[src/rtl/cpu_pkg.sv]
// Shared core package: instruction widths, NOP encoding, fetch FSM states and
// the opcode constants consumed by the main control decoder.
package cpu_pkg;

  localparam int INSTR_W = 32;
  localparam int OPC_W   = 6;

  localparam logic [INSTR_W-1:0] NOP_INSTR = 32'h0000_0000;

  typedef enum logic [1:0] {
    FETCH = 2'd0,
    HOLD  = 2'd1,
    DROP  = 2'd2
  } fetch_state_e;

  localparam logic [OPC_W-1:0] OPC_RTYPE = 6'h00;
  localparam logic [OPC_W-1:0] OPC_J     = 6'h02;
  localparam logic [OPC_W-1:0] OPC_JAL   = 6'h03;
  localparam logic [OPC_W-1:0] OPC_BEQ   = 6'h04;
  localparam logic [OPC_W-1:0] OPC_BNE   = 6'h05;
  localparam logic [OPC_W-1:0] OPC_ADDI  = 6'h08;
  localparam logic [OPC_W-1:0] OPC_LW    = 6'h23;
  localparam logic [OPC_W-1:0] OPC_SW    = 6'h2B;

  function automatic logic [OPC_W-1:0] opcode_of(input logic [INSTR_W-1:0] instr);
    return instr[INSTR_W-1 -: OPC_W];
  endfunction

endpackage

[src/rtl/fetch_skid.sv]
// One-entry skid buffer holding an instruction word and its pc+4 while the
// IF/ID register is stalled. Clear wins over load, load wins over drain.
module fetch_skid
  import cpu_pkg::*;
#(
  parameter int ADDR_W = 32
) (
  input  logic               clk,
  input  logic               rst,
  input  logic               load,
  input  logic               drain,
  input  logic               clear,
  input  logic [INSTR_W-1:0] load_instr,
  input  logic [ADDR_W-1:0]  load_pc4,
  output logic               valid,
  output logic [INSTR_W-1:0] instr,
  output logic [ADDR_W-1:0]  pc4
);

  always_ff @(posedge clk or posedge rst) begin
    if (rst) begin
      valid <= 1'b0;
      instr <= NOP_INSTR;
      pc4   <= '0;
    end else if (clear) begin
      valid <= 1'b0;
    end else if (load) begin
      valid <= 1'b1;
      instr <= load_instr;
      pc4   <= load_pc4;
    end else if (drain) begin
      valid <= 1'b0;
    end
  end

endmodule

[src/rtl/fetch_stage.sv]
// Instruction-fetch stage: PC, imem req/ack handshake, redirect handling and the
// IF/ID register. Define FETCH_PERF_EN to add the perf_fetched/perf_stall counters.
//
// Handshake: imem_req is held with a stable imem_addr until imem_ack; a cycle with
// imem_req && imem_ack completes the transfer and imem_rdata is sampled that cycle.
module fetch_stage
  import cpu_pkg::*;
#(
  parameter int               ADDR_W   = 32,
  parameter logic [ADDR_W-1:0] RESET_PC = 32'h0000_0000
) (
  input  logic               clk,
  input  logic               rst,
  output logic               imem_req,
  output logic [ADDR_W-1:0]  imem_addr,
  input  logic               imem_ack,
  input  logic [INSTR_W-1:0] imem_rdata,
  input  logic               stall,
  input  logic               redirect_valid,
  input  logic [ADDR_W-1:0]  redirect_pc,
  output logic               if_valid,
  output logic [INSTR_W-1:0] if_instr,
  output logic [ADDR_W-1:0]  if_pc4,
  output logic [OPC_W-1:0]   if_opcode,
  output fetch_state_e       dbg_state
`ifdef FETCH_PERF_EN
  ,
  output logic [31:0]        perf_fetched,
  output logic [31:0]        perf_stall
`endif
);

  localparam logic [ADDR_W-1:0] ALIGN_MASK = ~ADDR_W'(3);

  fetch_state_e      state_q, state_d;
  logic [ADDR_W-1:0] pc_q, pc_d, tgt_q, tgt_d;
  logic [ADDR_W-1:0] pc_plus4, redirect_tgt;
  logic              if_block, accept_mem, if_load;
  logic              skid_load, skid_drain, skid_clear;
  logic              skid_valid;
  logic [INSTR_W-1:0] skid_instr;
  logic [ADDR_W-1:0] skid_pc4;

  assign pc_plus4     = pc_q + ADDR_W'(4);
  assign redirect_tgt = redirect_pc & ALIGN_MASK;
  assign if_block     = if_valid && stall;

  // Gating with rst keeps the request low throughout reset and lets it rise in
  // the very first cycle after release.
  assign imem_req  = !rst && (state_q != HOLD);
  assign imem_addr = pc_q;
  assign if_opcode = opcode_of(if_instr);
  assign dbg_state = state_q;

  always_comb begin
    state_d    = state_q;
    pc_d       = pc_q;
    tgt_d      = tgt_q;
    accept_mem = 1'b0;
    skid_load  = 1'b0;
    skid_drain = 1'b0;
    skid_clear = 1'b0;
    case (state_q)
      FETCH: begin
        if (imem_ack) begin
          if (redirect_valid) begin
            pc_d = redirect_tgt;
          end else if (if_block) begin
            skid_load = 1'b1;
            pc_d      = pc_plus4;
            state_d   = HOLD;
          end else begin
            accept_mem = 1'b1;
            pc_d       = pc_plus4;
          end
        end else if (redirect_valid) begin
          // Request stays outstanding on the old address; target waits in tgt_q.
          tgt_d   = redirect_tgt;
          state_d = DROP;
        end
      end
      HOLD: begin
        if (redirect_valid) begin
          skid_clear = 1'b1;
          pc_d       = redirect_tgt;
          state_d    = FETCH;
        end else if (!stall) begin
          skid_drain = 1'b1;
          state_d    = FETCH;
        end
      end
      DROP: begin
        if (imem_ack) begin
          pc_d    = redirect_valid ? redirect_tgt : tgt_q;
          state_d = FETCH;
        end else if (redirect_valid) begin
          tgt_d = redirect_tgt;
        end
      end
      default: state_d = FETCH;
    endcase
  end

  always_ff @(posedge clk or posedge rst) begin
    if (rst) begin
      state_q <= FETCH;
      pc_q    <= RESET_PC & ALIGN_MASK;
      tgt_q   <= '0;
    end else begin
      state_q <= state_d;
      pc_q    <= pc_d;
      tgt_q   <= tgt_d;
    end
  end

  fetch_skid #(.ADDR_W(ADDR_W)) u_skid (
    .clk        (clk),
    .rst        (rst),
    .load       (skid_load),
    .drain      (skid_drain),
    .clear      (skid_clear),
    .load_instr (imem_rdata),
    .load_pc4   (pc_plus4),
    .valid      (skid_valid),
    .instr      (skid_instr),
    .pc4        (skid_pc4)
  );

  assign if_load = !redirect_valid && !if_block &&
                   (accept_mem || (skid_drain && skid_valid));

  // Redirect flush beats a stall hold, which beats a load or bubble.
  always_ff @(posedge clk or posedge rst) begin
    if (rst) begin
      if_valid <= 1'b0;
      if_instr <= NOP_INSTR;
      if_pc4   <= '0;
    end else if (redirect_valid) begin
      if_valid <= 1'b0;
      if_instr <= NOP_INSTR;
    end else if (if_block) begin
      if_valid <= 1'b1;
    end else if (accept_mem) begin
      if_valid <= 1'b1;
      if_instr <= imem_rdata;
      if_pc4   <= pc_plus4;
    end else if (skid_drain && skid_valid) begin
      if_valid <= 1'b1;
      if_instr <= skid_instr;
      if_pc4   <= skid_pc4;
    end else begin
      if_valid <= 1'b0;
      if_instr <= NOP_INSTR;
    end
  end

`ifdef FETCH_PERF_EN
  always_ff @(posedge clk or posedge rst) begin
    if (rst) begin
      perf_fetched <= '0;
      perf_stall   <= '0;
    end else begin
      if (if_load)  perf_fetched <= perf_fetched + 32'd1;
      if (if_block) perf_stall   <= perf_stall + 32'd1;
    end
  end
`endif

endmodule

[config.mk]
export PLATFORM = sky130hd
export DESIGN_NAME = fetch_stage
export DESIGN_NICKNAME = d
export VERILOG_FILES = /design/src/rtl/cpu_pkg.sv /design/src/rtl/fetch_skid.sv /design/src/rtl/fetch_stage.sv
export SDC_FILE = /design/constraint.sdc
export NUM_CORES = 1
export LEC_CHECK = 0
export ABC_AREA = 1
export CORE_MARGIN = 3
export CORE_UTILIZATION = 55
export CTS_BUF_LIST = sky130_fd_sc_hd__clkbuf_4
export DETAILED_ROUTE_END_ITERATION = 12
export GPL_ROUTABILITY_DRIVEN = 0
export GPL_TIMING_DRIVEN = 0
export PLACE_DENSITY = 0.86
export SYNTH_ARGS = -nofsm -noshare
export SYNTH_HDL_FRONTEND = slang
export SYNTH_SLANG_ARGS = --single-unit
[constraint.sdc]
create_clock -name clk -period 7.9 [get_ports clk]
set_input_delay 0.79 -clock clk [delete_from_list [all_inputs] [get_ports clk]]
set_output_delay 0.79 -clock clk [all_outputs]
set_load 0.01 [all_outputs]
==> results.json, run 1 <==
{
  "arrival_ns": 2.68,
  "setup_viol": 0,
  "clockPowerShare_pct": 13.5,
  "cts-resized-gates": 0,
  "synth_edf_count": 0,
  "syn_inst": 1291,
  "hold_class": "reg2reg",
  "utilization_pct": 70.49,
  "synth_top_area_share_pct": 48.53,
  "synth_seq_cells": 196,
  "die_h_um": 141.6,
  "cts_tree": "yes",
  "drt_wl_total_um": 28130,
  "fin_nets": 1556,
  "cts_root_buffer": "clkbuf_4",
  "critical_path_class": "reg2out",
  "drive_gt1_share_pct": 7.358,
  "peakVddDrop_mv": 0.1850,
  "cts_hold_buf": 0,
  "p_comb_share_pct": 45.7,
  "cp_common_cell": "clkbuf_1",
  "critPathSlowestCell": "clkdlybuf4s50_1",
  "crit_fanout": 10,
  "clkTransAtPathRegs_ns": 0.16,
  "syn-num-nets": 1365,
  "min_period_over_period_pct": 43.88,
  "ys_types": 35,
  "drt_first_pass_iters": 7,
  "worst_pin_slew_ns": 0.7099,
  "drt_iter0_drc": 936,
  "grt_max_degree": 128,
  "syn-cell-area_sq_um": 10110,
  "synth_area_leaders": "dfrtp_1 (49%), nand2_1 (16%), o21ai_0 (8.2%)",
  "cts_setup_buffers": 0,
  "grt_util_all_layers_pct": 28.21,
  "grt_overflow": 0,
  "yosysMostFrequentCell": "nand2_1",
  "initial_core_util_pct": 57.24,
  "fmax_ghz": 0.2885,
  "synth_top_cells_by_count": "nand2_1 (430), dfrtp_1 (196), o21ai_0 (165), inv_1 (105), a21oi_1 (60)",
  "grt_pass1_wl_um": 45480,
  "rrSetupSlack_ns": 5.68,
  "die_area_sq_um": 20040,
  "via_per_inst": 5.612,
  "drc_errors": 0,
  "preCtsSetupSlack_ns": 5.117,
  "status": "finished clean",
  "antenna_left": 0,
  "synth.largest_area_cell": "dfrtp_1",
  "antenna_found_initial": 1,
  "crit_family": "buffers and inverters",
  "hold_viol": 0,
  "synthArstFlopShare_pct": 100.0,
  "setup_slack_ns": 4.434,
  "final_max_slew_viol_count": 0,
  "cts-htree-levels": 4,
  "maxCapViolCount": 0,
  "die_w_um": 141.6,
  "slowest_delay_ns": 0.49,
  "vias": 9658,
  "path_cells": "inv_1 -> ha_1 -> clkbuf_1 -> clkbuf_1 -> nor2_1 -> clkdlybuf4s50_1",
  "syn2layout_area_growth_pct": 23.14,
  "ios": 175,
  "seqPwrFrac_pct": 40.7,
  "wl_per_cell_um": 16.34,
  "numCtsBuffers": 17,
  "worstSetupEndpointType": "primary output",
  "placedCellCount": 1688,
  "cts_num_sinks": 196,
  "synth_seq_area_share_pct": 48.53,
  "clock_path_buffers": 2,
  "grt_pass1_vias": 8998,
  "leakagePower_nw": 5.783,
  "core_sq_um": 17660,
  "cp_num_buf_inv": 4,
  "ys_warn_count": 0,
  "clk-insertion-delay-late_ns": 0.59,
  "skew_ns": 0.02520,
  "hpwl_um": 21710,
  "switchingPower_mw": 1.808,
  "critPathLaunchType": "register",
  "relSlewSlack_pct": 52.67,
  "final.setup.tns_ns": 0,
  "synth_ff_type": "dfrtp_1",
  "cp_data_required_time_ns": 7.11,
  "num_rows": 48,
  "rsz0062_at_grt": "no",
  "swShare_pct": 43.40,
  "layoutNonFillerInstCount": 1721,
  "p_int_mw": 2.358,
  "syn_area_per_cell_sq_um": 7.829,
  "port_buffers": 171,
  "power_density_nw_per_um2": 334.7,
  "period_needed_ns": 3.466
}
[cell type report]
type                       instances  area (sq um)
buffer                            83         397.9
sequential                       196          4905
clock buffer                      17         127.6
timing repair buffer             172          1739
tap                              225         281.5
clock inverter                    15         180.2
fill                            1358          5211
antenna                            1         2.502
multi-input combinational        899          4380
inverter                         113         431.7
[layer usage]
layer | wire [um] | GRT usage (%) | up-vias | part of all wire, %
met2 | 13230 | 46.03 | 527 | 47
met4 | 765 | 9.343 | 0 | 2.7
met5 | 0 | 0 | - | 0
met3 | 2696 | 5.258 | 69 | 9.6
met1 | 11440 | 38.34 | 4484 | 41
li1 | - | - | 4578 | -
[cells in the final DEF (no fill, tap or decap), drive strengths merged]
cell and count:
a31oi 6, a211oi 1, and2 3, clkbuf 61, a21oi 60, ha 5
nand3b 7, buf 40, o211ai 32, xor2 12, nand4 2, diode 1
clkinv 4, a22oi 21, bufinv 1, xnor2 3, nor2 57, nor3 1
o21ai 186, dfrtp 196, o2111ai 1, clkdlybuf4s50 171, nand3 56, nand2 438
inv 121, clkinvlp 2, a21boi 8
[power groups by stage]
| stage | registers, mW | clock network (mW) | logic (mW) |
|---|---|---|---|
| final | 1.70 | 0.564 | 1.90 |
| after detailed placement | 1.71 | 0 | 1.88 |
| after global placement | 1.69 | 0 | 1.82 |
| after CTS | 1.69 | 0.570 | 1.89 |
| after global routing | 1.74 | 0.612 | 2.12 |
| after floorplan | 1.71 | 0 | 1.06 |
[worst reg2reg max path, delay by kind of cell, from the launching register on]
kind / cells / cell delay (ns)
DFF: 1 / 0.47
buffers and inverters: 4 / 0.81
adders and majority gates: 1 / 0.15
AOI/OAI and AO/OA: 2 / 0.37
and+or+nand+nor: 3 / 0.37
[registers in the layout, indices dropped and copies added, names as in the netlist]
| register | count |
|---|---|
| tgt_q | 32 |
| if_valid | 1 |
| imem_addr | 32 |
| if_pc4 | 32 |
| dbg_state | 2 |
| if_instr | 32 |
| u_skid.instr | 32 |
| u_skid.valid | 1 |
| u_skid.pc4 | 32 |
[final timing paths]
check	from	to	cells after the start
max in group asynchronous	rst	imem_addr[10]	3
worst min-delay path	if_pc4[26]	if_pc4[26]	2
min in group asynchronous	rst	tgt_q[31]	2
worst min register to register	if_pc4[26]	if_pc4[26]	2
worst max register to register	dbg_state[1]	if_pc4[15]	10
worst max-delay path	dbg_state[1]	imem_req	6
[through the flow]
stage | cell area, sq um | hold WS, ns | power [mW]
floorplan | 10110 | 0.4438 | 2.768
global placement | 12100 | 0.4581 | 3.509
detailed placement | 12140 | 0.4649 | 3.588
CTS | 12440 | 0.5043 | 4.146
global route | 12450 | 0.5213 | 4.473
finish | 12450 | 0.4995 | 4.166
[cells by family (layout without fill, tap and decap cells)]
logic type	Yosys count	count (layout)	synth area share (%)
simple gates	564	564	23.73
compound gates	315	315	17.24
flops	196	196	48.53
buf+inv	196	400	8.133
xor+xnor	15	15	1.745
fa+ha+maj	5	5	0.6190
other cells	0	1	0
No activity file was read; power rests on OpenSTA's default activity.
==> run 2, diff against run 1 <==
--- a/config.mk
+++ b/config.mk
@@ -7,12 +7,12 @@
 export LEC_CHECK = 0
 export ABC_AREA = 1
 export CORE_MARGIN = 3
-export CORE_UTILIZATION = 55
+export CORE_UTILIZATION = 50
 export CTS_BUF_LIST = sky130_fd_sc_hd__clkbuf_4
 export DETAILED_ROUTE_END_ITERATION = 12
 export GPL_ROUTABILITY_DRIVEN = 0
 export GPL_TIMING_DRIVEN = 0
-export PLACE_DENSITY = 0.86
+export PLACE_DENSITY = 0.82
 export SYNTH_ARGS = -nofsm -noshare
 export SYNTH_HDL_FRONTEND = slang
 export SYNTH_SLANG_ARGS = --single-unit
==> constraint.sdc (replaced) <==
create_clock -name clk -period 3.16 [get_ports clk]
set_input_delay 0.316 -clock clk [delete_from_list [all_inputs] [get_ports clk]]
set_output_delay 0.316 -clock clk [all_outputs]
set_load 0.01 [all_outputs]
==> run 2 against run 1 <==
Sequential power rose by 150%. Hold slack got worse by 0.32 ns. Largest cell class unchanged. Clock skew barely moved. Critical endpoint unchanged. Critical path type unchanged. Count of clock-buffer cells in the layout did not move. Non-clock buffer count rose by 4. Via count fell by 1.9%. Power rose by 150%. Design area rose by 0.88%.
==> results.json, run 2 (same netlist as run 1, synthesis figures left out) <==
{
  "status": "finished clean",
  "p_int_mw": 5.894,
  "seqPwrFrac_pct": 41.0,
  "wl_per_cell_um": 16.02,
  "die_area_sq_um": 21960,
  "maxCapViolCount": 0,
  "grt_max_degree": 43,
  "hold_class": "in2async",
  "power_density_nw_per_um2": 824.0,
  "swShare_pct": 43.04,
  "hpwl_um": 22240,
  "cp_data_required_time_ns": 2.84,
  "grt_pass1_vias": 9225,
  "clk-insertion-delay-late_ns": 0.59,
  "drt_iter0_drc": 729,
  "syn2layout_area_growth_pct": 24.23,
  "die_w_um": 148.2,
  "dpl-instance-area_sq_um": 12260,
  "initial_core_util_pct": 51.43,
  "arrival_ns": 2.71,
  "grt_util_all_layers_pct": 25.94,
  "peakVddDrop_mv": 0.4189,
  "grt_pass1_wl_um": 46080,
  "ios": 175,
  "vias": 9474,
  "layout_common_cells": "nand2_1 (430), dfrtp_1 (196), clkdlybuf4s50_1 (171), o21ai_0 (165), inv_1 (104)",
  "p_comb_share_pct": 45.7,
  "drc_errors": 0,
  "final.setup.tns_ns": 0,
  "preCtsSetupSlack_ns": 0.8350,
  "cts_hold_buf": 0,
  "p_total_mw": 10.35,
  "clkTransAtPathRegs_ns": 0.18,
  "cts_root_buffer": "clkbuf_4",
  "fin_area_sq_um": 12560,
  "drt_wl_total_um": 28280,
  "grt_overflow": 0,
  "worstSetupEndpointType": "primary output",
  "rsz0062_at_grt": "no",
  "fmax_ghz": 0.3306,
  "cts_num_sinks": 196,
  "clockPowerShare_pct": 13.3,
  "antenna_left": 0,
  "hold_viol": 0,
  "setup_slack_ns": 0.1351,
  "leakagePower_nw": 5.811,
  "cts-htree-levels": 4,
  "fin_nets": 1560,
  "die_h_um": 148.2,
  "skew_ns": 0.02531,
  "setup_viol": 0,
  "antenna_found_initial": 1,
  "clock_path_buffers": 2,
  "period_needed_ns": 3.025,
  "core_sq_um": 19650,
  "switchingPower_mw": 4.453,
  "critical_path_class": "reg2out",
  "cts_setup_buffers": 0,
  "critPathLaunchType": "register",
  "drive_gt1_share_pct": 7.605,
  "final_max_slew_viol_count": 0,
  "crit_fanout": 10,
  "cts_tree": "yes",
  "worst_pin_slew_ns": 0.7291,
  "numCtsBuffers": 17,
  "cts-resized-gates": 0,
  "relSlewSlack_pct": 51.29,
  "min_period_over_period_pct": 95.72,
  "via_per_inst": 5.368,
  "port_buffers": 171,
  "drt_first_pass_iters": 5,
  "num_rows": 51,
  "final_common_cell": "nand2_1"
}
run 2: cell type report:
class / count / area [sq um]
Sequential cell: 196 / 4905
Clock inverter: 15 / 163.9
Multi-Input combinational cell: 899 / 4380
Tap cell: 265 / 331.6
Fill cell: 1744 / 7098
Inverter: 113 / 427.9
Clock buffer: 17 / 127.6
Antenna cell: 1 / 2.502
Timing Repair Buffer: 176 / 1819
Buffer: 83 / 397.9
run 2: power groups by stage:
stage | registers [mW] | logic [mW] | clock network, mW
finish | 4.24 | 4.73 | 1.38
global placement | 4.23 | 4.54 | 0
detailed placement | 4.28 | 4.69 | 0
floorplan | 4.28 | 2.64 | 0
global route | 4.33 | 5.29 | 1.50
CTS | 4.22 | 4.71 | 1.41
run 2: metal layers:
metal  GRT usage [%]  wire (um)
met3           4.357       2270
met1           34.11      11710
met2           43.71      13430
met4           9.284        879
met5               0          0
run 2: critical path, stage by stage (launching register included):
cell and delay (ns):
dfrtp_1 0.46, inv_1 0.13, ha_1 0.16, clkbuf_1 0.31
clkbuf_1 0.46, nor2_1 0.10, clkdlybuf4s50_1 0.49
run 2: per-stage QoR:
step                      std cells  hold WS, ns  util [%]
after floorplan                1291       0.4438         -
after CTS                      1764       0.1245     63.87
after global routing           1765       0.1708     63.88
after global placement         1727       0.4586     61.84
after detailed placement       1732       0.4638     62.39
final                          1765       0.1757     63.88
run 2: path summary, 6_finish.rpt:
| check | from | slack [ns] | depth (start not counted) | to |
|---|---|---|---|---|
| worst max-delay path | dbg_state[1] | 0.14 | 6 | imem_req |
| worst min-delay path | rst | 0.18 | 2 | tgt_q[6] |
| worst max register to register | dbg_state[1] | 0.86 | 10 | if_pc4[17] |
| worst min register to register | if_pc4[11] | 0.50 | 2 | if_pc4[11] |
| max in group asynchronous | rst | 1.92 | 5 | if_instr[2] |
| min in group clk | redirect_valid | 0.18 | 4 | if_valid |
